**src/rtl/pipe_stage_reg.sv**
```systemverilog
// Generic valid/ready pipeline register with DEPTH slots in series.
// Bubbles collapse toward the output; flush kills entries, stall_cnt saturates.
module pipe_stage_reg #(
    parameter int DATA_W = 32,
    parameter int CTRL_W = 4,
    parameter int DEPTH  = 1,
    parameter int CNT_W  = 16,
    parameter int OCC_W  = $clog2(DEPTH + 1)
) (
    input  logic              clk,
    input  logic              rst,
    input  logic              in_valid,
    output logic              in_ready,
    input  logic [DATA_W-1:0] in_data,
    input  logic [CTRL_W-1:0] in_ctrl,
    output logic              out_valid,
    input  logic              out_ready,
    output logic [DATA_W-1:0] out_data,
    output logic [CTRL_W-1:0] out_ctrl,
    input  logic              flush,
    input  logic              clr_cnt,
    output logic [CNT_W-1:0]  stall_cnt,
    output logic [OCC_W-1:0]  occupancy
);

    logic [DEPTH-1:0]  valid;
    logic [DATA_W-1:0] data [DEPTH];
    logic [CTRL_W-1:0] ctrl [DEPTH];

    logic [DEPTH-1:0]  load_ok;
    logic [DEPTH-1:0]  src_valid;
    logic [DATA_W-1:0] src_data [DEPTH];
    logic [CTRL_W-1:0] src_ctrl [DEPTH];

    // A slot may load if any slot from it to the output is empty, or the
    // output drains; in_valid never feeds this path.
    always_comb begin
        logic all_full;
        all_full = 1'b1;
        load_ok  = '0;
        for (int i = DEPTH - 1; i >= 0; i--) begin
            all_full   = all_full & valid[i];
            load_ok[i] = out_ready | !all_full;
        end
    end

    always_comb begin
        src_valid[0] = in_valid;
        src_data[0]  = in_data;
        src_ctrl[0]  = in_ctrl;
        for (int i = 1; i < DEPTH; i++) begin
            src_valid[i] = valid[i-1];
            src_data[i]  = data[i-1];
            src_ctrl[i]  = ctrl[i-1];
        end
    end

    always_ff @(posedge clk or posedge rst) begin
        if (rst) begin
            valid <= '0;
            for (int i = 0; i < DEPTH; i++) begin
                data[i] <= '0;
                ctrl[i] <= '0;
            end
        end else begin
            for (int i = 0; i < DEPTH; i++) begin
                if (flush) begin
                    valid[i] <= 1'b0;
                end else if (load_ok[i]) begin
                    valid[i] <= src_valid[i];
                    if (src_valid[i]) begin
                        data[i] <= src_data[i];
                        ctrl[i] <= src_ctrl[i];
                    end
                end
            end
        end
    end

    always_ff @(posedge clk or posedge rst) begin
        if (rst) begin
            stall_cnt <= '0;
        end else if (clr_cnt) begin
            stall_cnt <= '0;
        end else if (out_valid && !out_ready && stall_cnt != '1) begin
            stall_cnt <= stall_cnt + 1'b1;
        end
    end

    always_comb begin
        occupancy = '0;
        for (int i = 0; i < DEPTH; i++) begin
            occupancy = occupancy + OCC_W'(valid[i]);
        end
    end

    assign in_ready  = load_ok[0];
    assign out_valid = valid[DEPTH-1];
    assign out_data  = data[DEPTH-1];
    assign out_ctrl  = ctrl[DEPTH-1] & {CTRL_W{valid[DEPTH-1]}};

endmodule

```
**config.mk**
```make
export PLATFORM = sky130hd
export DESIGN_NAME = pipe_stage_reg
export DESIGN_NICKNAME = d
export VERILOG_FILES = /design/src/rtl/pipe_stage_reg.sv
export SDC_FILE = /design/constraint.sdc
export NUM_CORES = 1
export LEC_CHECK = 0
export ABC_AREA = 1
export CAP_MARGIN = 10
export CORE_ASPECT_RATIO = 1.1
export CORE_MARGIN = 4
export CORE_UTILIZATION = 35
export DETAILED_ROUTE_END_ITERATION = 16
export PLACE_DENSITY = 0.73
export SLEW_MARGIN = 30
export SYNTH_ARGS = -nofsm -noshare
export SYNTH_HDL_FRONTEND = slang
export SYNTH_SLANG_ARGS = --single-unit
```
**constraint.sdc**
```tcl
create_clock -name clk -period 2.4 [get_ports clk]
set_input_delay 0.6 -clock clk [delete_from_list [all_inputs] [get_ports clk]]
set_output_delay 0.6 -clock clk [all_outputs]
set_load 0.05 [all_outputs]
```
==> results.cfg <==
[place]
dp.cells = 418
gp_congestion = 0.7897
hpwl_um = 4337
io_buffers = 96

[finish]
mostFrequentLayoutCells = clkdlybuf4s50_1, nand2_1, dfrtp_1
fin_cells = 426
diodes = 0
final_common_cell = clkdlybuf4s50_1
drive_gt1_share_pct = 15.41
syn2layout_area_growth_pct = 49.18
finalNetCount = 386

[logic_synthesis]
yosysSeqAreaShare_pct = 54.03
synthCells = 242
synth_top_flop_cell = dfrtp_1
synth_edf_count = 0
ys_ff_latch = 53
postSynthAreaPerCell_um2 = 10.14
synth.distinct_cells = 23
synthesis.area_mm2 = 0.002455
yosys_warnings = 0
async_reset_ff_share_pct = 100.0
syn_nets = 285

[worst_setup_path]
crit_type = reg2out
cp_max_fo = 7
worst_setup_path_end_kind = output pin
cp_data_arrival_time_ns = 1.65
path_cells = clkdlybuf4s50_1
crit_family = buffers and inverters
worstSetupStartpointType = flip-flop
critPathRequiredTime_ns = 1.80
cp_slowest_cell = clkdlybuf4s50_1
crit_path_max_incr_delay_ns = 0.86
critical_path_buf_inv_count = 1

[floorplan]
die_h_um = 95.84
coreArea_mm2 = 0.006710
row_count = 31
boundaryPins = 97
initial_core_util_pct = 36.58
die_w_um = 87.85
die_area_mm2 = 0.008419

[sta]
timing.final.crit_share_pct = 93.83
setup_tns_ns = 0
period_needed_ns = 2.252
max-slew-margin-rel_pct = 64.49
clock_skew_ns = 0.01001
finalHoldViolations = 0
tightestPinTransition_ns = 0.5309
setup_viol = 0
finalMaxSlewViolations = 0
max_freq_mhz = 444.1
rsz0062_at_grt = false

[min_path]
hold_path.class = reg2reg

[clock_network]
clk-insertion-delay-late_ns = 0.30
post_cts_resized = 0
clock-root-buffer = clkbuf_8
htree_levels = 2
cts_setup_buffers = 0
cts_max_path_buffers = 2
cts_tree = built
postCtsHoldBufs = 0
cts.reportedPaths.clkPinSlew_ns = 0.10
clock-sinks = 53
cts_inserted_buffers = 5

[global_routing]
grt_max_degree = 54
grt_pass1_wl_um = 9867
grt_use_total_pct = 14.70
grt_overflow = 0
antenna_found_initial = 0
grt_pass1_vias = 2113

[power]
p_leak_nw = 1.660
power_mw = 2.496
ir_worst_vdd_mv = 0.3063
p_per_area_mw_per_mm2 = 681.6

[detailed_routing]
drt_iter0_markers = 32
post_drt_wl_per_cell_um = 13.83
vias = 2037
ant_nets = 0
drt-total-wl_um = 5893
drtPass1Iterations = 4
drc = 0
viasPerCell = 4.782

[outcome]
status = finished, final reports clean

[job]
max-cap-violations = 0
==> metal layers <==
metal / part of all wire, % / routed length [µm] / vias up / track usage (%)
met2: 50 / 2961 / 73 / 24.94
met3: 7.0 / 415 / 6 / 3.767
li1: - / - / 990 / -
met4: 1.2 / 73 / 0 / 4.092
met5: 0 / 0 / - / 0
met1: 41 / 2443 / 968 / 18.48
==> flip-flops by register name (all words and copies together) (netlist names) <==
| signal | count |
|---|---|
| stall_cnt | 16 |
| ctrl | 4 |
| out_valid | 1 |
| out_data | 32 |
==> power breakdown <==
| group | internal (mW) | total (mW) | switching (mW) |
|---|---|---|---|
| clock | 0.314 | 0.610 | 0.296 |
| combinational | 0.325 | 0.835 | 0.509 |
| sequential | 0.999 | 1.05 | 0.0523 |
==> Yosys cell counts (2+ instances only) <==
master	count	area share, %
a21oi_1	4	0.82
buf_4	4	1.2
dfrtp_1	53	54
inv_1	18	2.8
inv_2	2	0.31
mux2_1	7	3.2
mux2_2	29	13
nand2_1	61	9.3
nand2_2	3	0.76
nand3_1	15	3.1
nand4_1	9	2.3
nor2_1	21	3.2
nor2_4	3	1.4
o21ai_0	2	0.41
xor2_1	3	1.1
==> kinds of logic after synthesis <==
kind of cell,share of synthesized area [%]
mux,16.51
buf+inv,5.300
compound gates,2.192
flops,54.03
simple gates,20.03
fa+ha+maj,0.5096
xor+xnor,1.427
==> worst paths after layout <==
path / start / end / slack, ns / cells after the start
max: stall_cnt[12]$_DFFE_PP0P_ / stall_cnt[12] / 0.15 / 1
min: out_data[22]$_DFFE_PP0P_ / out_data[22]$_DFFE_PP0P_ / 0.49 / 1
max reg2reg: stall_cnt[0]$_DFFE_PP0P_ / stall_cnt[5]$_DFFE_PP0P_ / 0.69 / 9
min reg2reg: out_data[22]$_DFFE_PP0P_ / out_data[22]$_DFFE_PP0P_ / 0.49 / 1
max in group asynchronous: rst / stall_cnt[0]$_DFFE_PP0P_ / 1.49 / 3
min in group asynchronous: rst / out_data[5]$_DFFE_PP0P_ / 0.65 / 3
==> final cells by class <==
class,count,area [µm²]
Timing Repair Buffer,101,1044
Sequential cell,53,1326
Clock inverter,2,38.79
Inverter,21,80.08
Multi-Input combinational cell,161,998.5
Fill cell,615,3048
Tap cell,82,102.6
Clock buffer,6,72.57
==> per-stage QoR <==
| stage | instance area (µm²) | utilization (%) | hold slack (ns) | setup slack, ns |
|---|---|---|---|---|
| after detailed placement | 3541 | 52.77 | 0.4806 | 0.3547 |
| after global routing | 3662 | 54.58 | 0.5150 | 0.06722 |
| after CTS | 3652 | 54.43 | 0.5044 | 0.01250 |
| after floorplan | 2455 | - | 0.4641 | 0.5138 |
| final | 3662 | 54.58 | 0.4939 | 0.1481 |
| after global placement | 3541 | 52.77 | 0.4738 | 0.3845 |
No activity file was read; power rests on OpenSTA's default activity.
